**config.mk**
```make
export PLATFORM = sky130hd
export DESIGN_NAME = billing_ctrl
export DESIGN_NICKNAME = d
export VERILOG_FILES = /design/src/rtl/billing_ctrl.sv
export SDC_FILE = /design/constraint.sdc
export NUM_CORES = 1
export LEC_CHECK = 0
export CAP_MARGIN = 15
export CORE_MARGIN = 8
export CORE_UTILIZATION = 50
export DETAILED_ROUTE_END_ITERATION = 10
export PLACE_DENSITY = 0.84
export SLEW_MARGIN = 20
export SYNTH_ARGS = -nofsm -noshare
export SYNTH_HDL_FRONTEND = slang
export SYNTH_SLANG_ARGS = --single-unit
export TNS_END_PERCENT = 20
```
**constraint.sdc**
```tcl
create_clock -name clk -period 5.42 [get_ports clk]
set_input_delay 1.084 -clock clk [delete_from_list [all_inputs] [get_ports clk]]
set_output_delay 1.084 -clock clk [all_outputs]
set_load 0.01 [all_outputs]
```
**src/rtl/billing_ctrl.sv**
```systemverilog
// billing_ctrl: per-mode price freeze, grace countdown, idle-spin fine accrual and signed balance commit.
// Ports: clk, rst (async active-low), on (clock enable/hold), m_pos/u_pos/d_pos (confirm/unload/finish pulses),
//   mode, bal, price_tbl (packed NMODE x W), fine -> st, charge, new_bal, neg, bal_we, next, wt_light, st_light.
// Macro BILLING_FINE_EN: enables the FINE state; undefined, the expiring grace tick auto-commits.
module billing_ctrl #(
   parameter int NMODE = 4,
   parameter int W     = 12,
   parameter int TICK  = 100000000,
   parameter int GRACE = 8,
   parameter int LAMP  = 8
) (
   input  logic                       clk,
   input  logic                       rst,
   input  logic                       on,
   input  logic                       m_pos,
   input  logic                       u_pos,
   input  logic                       d_pos,
   input  logic [$clog2(NMODE)-1:0]   mode,
   input  logic [W-1:0]               bal,
   input  logic [NMODE*W-1:0]         price_tbl,
   input  logic [W-1:0]               fine,
   output logic [1:0]                 st,
   output logic [W-1:0]               charge,
   output logic [W-1:0]               new_bal,
   output logic                       neg,
   output logic                       bal_we,
   output logic                       next,
   output logic [LAMP-1:0]            wt_light,
   output logic [7:0]                 st_light
);
   localparam int TW = TICK > 1 ? $clog2(TICK) : 1;
   localparam int CW = $clog2(GRACE + 1);
   typedef enum logic [1:0] {S_IDLE = 2'b00, S_GRACE = 2'b01, S_FINE = 2'b10, S_DONE = 2'b11} state_t;
   state_t s, s_n;
   logic [TW-1:0] t, t_n;
   logic [CW-1:0] cd, cd_n;
   logic [W-1:0] acc, acc_n, price, price_n, charge_n, new_bal_n, sel;
   logic [LAMP-1:0] wt_n;
   logic [7:0] stl_n;
   logic neg_n, we_n, next_n, tick, expire, commit;
   logic [W:0] acc_sum, chg_sum;
   logic signed [W+1:0] d, mag;

   function automatic logic [LAMP-1:0] bar(input int c);
      for (int i = 0; i < LAMP; i++) bar[i] = c > i;
   endfunction

   assign st = s;

   always_comb begin
      sel = '0;
      for (int k = 0; k < NMODE; k++) if (int'(mode) == k) sel = price_tbl[k*W +: W];
      tick = t == TW'(TICK - 1);
      expire = tick && cd == CW'(1);
      acc_sum = {1'b0, acc} + {1'b0, fine};
      // W+2 signed bits cover bal - price - acc over the full unsigned input range
      d = $signed({2'b00, bal}) - $signed({2'b00, price}) - $signed({2'b00, acc});
      mag = d[W+1] ? -d : d;
      commit = 1'b0;
      s_n = s;
      t_n = t;
      cd_n = cd;
      acc_n = acc;
      price_n = price;
      charge_n = charge;
      new_bal_n = new_bal;
      neg_n = neg;
      we_n = 1'b0;
      next_n = 1'b0;
      case (s)
         S_IDLE: begin
            charge_n = sel;
            if (m_pos) begin
               s_n = S_GRACE;
               t_n = '0;
               cd_n = CW'(GRACE);
               acc_n = '0;
               price_n = sel;
            end
         end
         S_GRACE: begin
            t_n = tick ? '0 : t + 1'b1;
            cd_n = tick ? cd - 1'b1 : cd;
`ifdef BILLING_FINE_EN
            s_n = expire ? S_FINE : s;
            commit = u_pos;
`else
            commit = u_pos | expire;
`endif
         end
         S_FINE: begin
            t_n = tick ? '0 : t + 1'b1;
            acc_n = tick ? (acc_sum[W] ? '1 : acc_sum[W-1:0]) : acc;
            commit = u_pos;
         end
         default: if (d_pos) begin
            s_n = S_IDLE;
            next_n = 1'b1;
            cd_n = CW'(GRACE);
            t_n = '0;
         end
      endcase
      // a commit overrides any tick landing in the same cycle: the fine of that tick is dropped
      if (commit) begin
         s_n = S_DONE;
         t_n = '0;
         acc_n = acc;
         we_n = 1'b1;
         neg_n = d[W+1];
         new_bal_n = |mag[W+1:W] ? '1 : mag[W-1:0];
      end
      chg_sum = {1'b0, price} + {1'b0, acc_n};
      if (s == S_FINE) charge_n = chg_sum[W] ? '1 : chg_sum[W-1:0];
      wt_n = s_n == S_FINE ? '0 : bar(int'(cd_n));
      stl_n = s_n == S_IDLE ? 8'h40 : s_n == S_GRACE ? 8'h80 : s_n == S_FINE ? 8'h20 : 8'h10;
   end

   always_ff @(posedge clk or negedge rst) begin
      if (!rst) begin
         s <= S_IDLE;
         t <= '0;
         cd <= CW'(GRACE);
         acc <= '0;
         price <= '0;
         charge <= '0;
         new_bal <= '0;
         neg <= 1'b0;
         bal_we <= 1'b0;
         next <= 1'b0;
         wt_light <= bar(GRACE);
         st_light <= 8'h40;
      end else if (on) begin
         s <= s_n;
         t <= t_n;
         cd <= cd_n;
         acc <= acc_n;
         price <= price_n;
         charge <= charge_n;
         new_bal <= new_bal_n;
         neg <= neg_n;
         bal_we <= we_n;
         next <= next_n;
         wt_light <= wt_n;
         st_light <= stl_n;
      end
   end
endmodule

```
## After elaboration in Yosys (flattened, before gate mapping)

Index checks and enable logic that the tools add are counted.

- Bits of input ports: 80
- Bits in registers: 100
- Logic and storage cells: 86
- Output and inout bits: 45

- Equal/unequal tests: 10
- Bitwise gates (word level): 1
- Multiplexer cells: 35
- Order comparisons: 8
- Add/subtract/negate cells: 7
- Reduce and logical (&&, ||, !) cells: 13

Operators by type and width:

| kind | number |
|---|---|
| $mux W12 | 12 |
| $mux W27 | 4 |
| $pmux W27 S2 | 1 |
| $add A27 B1 Y27 const B | 1 |
| $eq A27 B27 Y1 const B | 1 |
| $add A12 B12 Y13 | 2 |
| $mux W8 | 3 |
| $pmux W12 S2 | 1 |
| $gt A4 B3 Y1 const B | 4 |
| $mux W14 | 1 |
| $neg A14 Y14 | 1 |
| $sub A13 B13 Y14 | 1 |
| $sub A12 B12 Y13 | 1 |
| $mux W4 | 3 |
| $pmux W4 S3 | 1 |
| $eq A2 B2 Y1 const B | 4 |
| $gt A4 B1 Y1 const B | 2 |
| $gt A4 B2 Y1 const B | 2 |
| $eq A2 B1 Y1 const B | 3 |
| $logic_not A2 Y1 | 3 |
| $mux W2 | 3 |
| $mux W6 | 1 |
| $reduce_and A3 Y1 | 2 |
| $eq A4 B1 Y1 const B | 1 |
| 12 further kinds | 16 |

## Depth between registers and ports, before layout

- Word-level depth: 9
- Depth in mapped cells: 24
- Gate-level depth less buffers: 23

## Worst setup path before layout

Ideal clock, no wire load.

- Path type: input -> register
- Start point: input port fine[0]
- End point: register charge[10]
- Required time: 5.299 ns
- Slack: -0.066 ns
- Data arrival time: 5.365 ns
- Buffers on the path: 0
- Stages on the path: 23
- Cell sequence: ha_1 > fa_1 > a21o_1 > a21oi_1 > o21bai_1 > a31o_2 > a211oi_4 > nor2_4 > o21ai_2 > nor2_1 > a2bb2oi_1 > ha_1 > inv_1 > fa_1 > nor2b_1 > o21ai_0 > a21oi_1 > o21ai_0 > a21oi_1 > o211ai_1 > or4b_2 > a31o_2 > a22o_1

- Word-level cells in the longest chain between the ends: 8

Ends and longest elaborated chain:

| what | RTL line | RTL |
|---|---|---|
| start, declared | 21 | `input logic [W-1:0] fine,` |
| $add A12 B12 Y13 | 55 | `acc_sum = {1'b0, acc} + {1'b0, fine};` |
| $mux W12 (2 in a row) | 93 | `acc_n = tick ? (acc_sum[W] ? '1 : acc_sum[W-1:0]) : acc;` |
| $pmux W12 S2 | 70 | `case (s)` |
| $mux W12 | 104 | `if (commit) begin` |
| via acc_n[0] | 37 | `logic [W-1:0] acc, acc_n, price, price_n, charge_n, new_bal_n, sel;` |
| $add A12 B12 Y13 | 112 | `chg_sum = {1'b0, price} + {1'b0, acc_n};` |
| $mux W12 (2 in a row) | 113 | `if (s == S_FINE) charge_n = chg_sum[W] ? '1 : chg_sum[W-1:0];` |
| end signal, assigned | 138 | `charge <= charge_n;` |
| end, declared | 23 | `output logic [W-1:0] charge,` |

The timed path passes the listed nets, and every way through them passes these cells.
A chain may end at the register's enable or synchronous reset.

## Worst setup path after layout

- Start point: input port fine[1]
- End point: register charge[10]

The elaborated chain is that of the path after synthesis.

==> metrics <==
Antenna Cells=0; Worst EP required=5.68 ns; Yosys cell types=74; leak pwr=4.30 nW; Port-buffer cells=120; CP endpoint kind=flip-flop; cell area after layout=0.00991 mm²; FP Rows=45; remaining antenna violation count=0; worst setup margin=0.166 ns; Mapped Area=0.00752 mm²; startpoint types=primary input; H-tree Lvls=3; VDD IR-drop max=0.000362 V; WHS=0.475 ns; largest net degree at the start of global routing=61; Arrival @ worst endpoint=5.51 ns; DRT Pass-1 Iters=5; HP Class=reg -> reg; most frequent cells in the layout=clkdlybuf4s50_1, dfrtp_1, buf_4, nor2_1, nand2_1; fin crit share=96.9%; CTS root buf=clkbuf_16; maximum clock frequency=190 MHz; CTS Buffer Depth=2; Place WS=-0.599 ns; Post-route DRC=0; post-synthesis register bit count=96; total track usage=21.6%; total CTS buffers=9; top cell family by delay on the critical path=compound AO/OA/AOI/OAI gates; Warnings, synthesis=0; CTS tree=done; Via density=5.88; worst-path fanout max=4; Syn-to-layout area delta=31.8%; min cycle time layout=5.25 ns; Skew-Pair Late Insertion Delay=0.36 ns; clock slew at reported path FFs=0.07 ns; CP Cell Sequence=clkdlybuf4s50_1, fa_2, a21o_1, a21oi_2, o21bai_2, a31o_4, a211oi_4, nor2_4, o21ai_2, nor2_1, a2bb2oi_1, ha_2, inv_2, fa_2, nor2b_2, o21ai_2, a21oi_2, o21ai_2, a21oi_2, o211ai_1, or4b_4, a31o_4, a22o_1; final setup fails=0; I/O Pins=125; worst rel slew slack=35.1%; Worst-Margin Slew=0.971 ns; Clock Skew=0.00805 ns; register area share after synthesis=32.1%; pwr dens=680 mW/mm²; critical path class=in -> reg; Core Footprint=0.0149 mm²; via count=7,257; Die Y=139 µm; Mapped Cells=856; syn_area_per_cell=8.78 µm²; vias in the first global route=7,215; share of cells above drive strength 1=17.5%; critical path's slowest cell=or4b_4; hpwl dp=15,600 µm; die area=0.0192 mm²; Pwr Total=6.74 mW; largest incremental delay on the critical path=0.50 ns; # Max-Cap Violations=0; status=finished clean; Fin. Hold Viols=0; DR iter-0 viols=570; Initial Util=50.4%; Buf/Inv on CP=2; fin. max-slew vios=0; final WL=21,400 µm; # clock sinks=96; Synth Flop Type=dfrtp_1; GRT overflow=0; Post-synth EDFFs=0; Async S/R FF share, synth=100%; initial antenna violation count=0; routability cong.=0.916; fin nets=1,182; first-pass GRT wire length=34,600 µm; DP Area=0.00936 mm²; post-cts hold buffer count=0; most common cell after layout, fill and taps aside=clkdlybuf4s50_1; Die X-Extent=139 µm; Avg WL per Cell=17.3 µm
[area by class of cell]
type,count,area [µm²]
tap,188,235
clock buffer,10,239
sequential,96,2410
timing repair buffer,203,1840
multi-input combinational,673,4900
fill,1161,5010
inverter,58,218
clock inverter,6,67.6
[synth_stat cells (4+ instances only)]
| master | n | area share, % |
|---|---|---|
| a21oi_1 | 52 | 3.5 |
| nor2b_1 | 17 | 1.4 |
| dfrtp_1 | 86 | 29 |
| a211oi_1 | 10 | 1.0 |
| dfstp_2 | 10 | 3.5 |
| fa_1 | 4 | 1.1 |
| nor4_1 | 5 | 0.42 |
| or2_2 | 5 | 0.42 |
| o21bai_1 | 10 | 1.0 |
| a31o_2 | 4 | 0.47 |
| and2_1 | 9 | 0.75 |
| o2bb2ai_1 | 4 | 0.47 |
| xor2_1 | 15 | 1.7 |
| buf_4 | 4 | 0.40 |
| o21ai_2 | 9 | 1.0 |
| o21ai_0 | 69 | 4.6 |
| a21o_1 | 13 | 1.3 |
| ha_1 | 57 | 9.5 |
| a211o_1 | 7 | 0.82 |
| a31oi_1 | 10 | 0.83 |
| o21ai_1 | 14 | 0.93 |
| o31ai_1 | 7 | 0.70 |
| nand3_1 | 22 | 1.5 |
| or3_1 | 4 | 0.33 |
| xnor2_1 | 30 | 3.5 |
| buf_2 | 6 | 0.40 |
| o22a_1 | 14 | 1.6 |
| mux2_2 | 13 | 1.9 |
| a2bb2oi_1 | 5 | 0.58 |
| o21a_1 | 15 | 1.5 |
| nor2_1 | 72 | 3.6 |
| clkbuf_1 | 19 | 0.95 |
| o22ai_1 | 12 | 1.0 |
| nand2_1 | 63 | 3.1 |
| mux4_2 | 12 | 3.6 |
| and3_1 | 10 | 0.83 |
| nor3_1 | 16 | 1.1 |
| inv_1 | 57 | 2.8 |
| nand2b_1 | 7 | 0.58 |
| nand4_1 | 8 | 0.67 |
[worst paths after layout]
| kind | from | end | slack (ns) | cells after the start |
|---|---|---|---|---|
| setup / recovery | fine[1] | charge[10] | 0.17 | 23 |
| hold / removal | st_light[6] | st_light[6] | 0.48 | 2 |
| setup reg to reg | t[19] | charge[10] | 0.25 | 21 |
| hold reg to reg | st_light[6] | st_light[6] | 0.48 | 2 |
| max in group asynchronous | rst | wt_light[2] | 3.59 | 2 |
| min in group asynchronous | rst | charge[2] | 0.81 | 1 |
[routing by layer]
| metal | GRT usage, % | vias up | routed length [µm] |
|---|---|---|---|
| met3 | 5.03 | 48 | 1530 |
| met1 | 27.5 | 3468 | 9280 |
| li1 | - | 3482 | - |
| met5 | 0 | - | 0 |
| met4 | 7.61 | 0 | 546 |
| met2 | 35.1 | 259 | 10000 |
[kinds of logic (layout without fill, tap and decap cells)]
logic type / count (synthesis) / in the layout / synth area share (%)
compound gates: 280 / 280 / 24.5
simple gates: 255 / 255 / 16.8
buf+inv: 90 / 277 / 4.79
flops: 96 / 96 / 32.1
mux: 28 / 28 / 5.94
fa+ha+maj: 61 / 61 / 10.6
other cells: 1 / 4 / 0.0499
xor+xnor: 45 / 45 / 5.24
[power breakdown]
part           internal [mW]  total, mW  switching (mW)  leakage [nW]
registers              0.973       1.16           0.189          1.20
clock network          0.373      0.677           0.304         0.150
logic                   2.35       4.90            2.55          2.95
[worst min-delay path, delay by kind of cell, from the launching register on]
family / cells / cell delay [ns]
compound gates: 1 / 0.06
buf+inv: 1 / 0.04
flops: 1 / 0.37
[what timing repair did]
item | CTS | global route
endpoints found under the setup margin | 11 | 24
setup buffers | 6 | 5
resized for setup | 6 | 36
pin swaps | 11 | 19
endpoints found under the hold margin | 0 | 0
[per-stage QoR]
| step | TNS [ns] | std cells | utilization, % |
|---|---|---|---|
| floorplan | 0 | 859 | - |
| global placement | -2.60 | 1207 | 62.8 |
| detailed placement | -6.42 | 1207 | 62.8 |
| CTS | 0 | 1229 | 65.2 |
| global route | -0.0567 | 1234 | 66.4 |
| finish | 0 | 1234 | 66.4 |
[sequential cells by signal, summed over array words and instances, names as in the netlist]
register / flops
acc: 12
bal_we: 1
cd: 4
charge: 12
neg: 1
new_bal: 12
next: 1
price: 12
st: 2
st_light: 4
t: 27
wt_light: 8
Note: power is estimated with default switching activity, not from simulation.
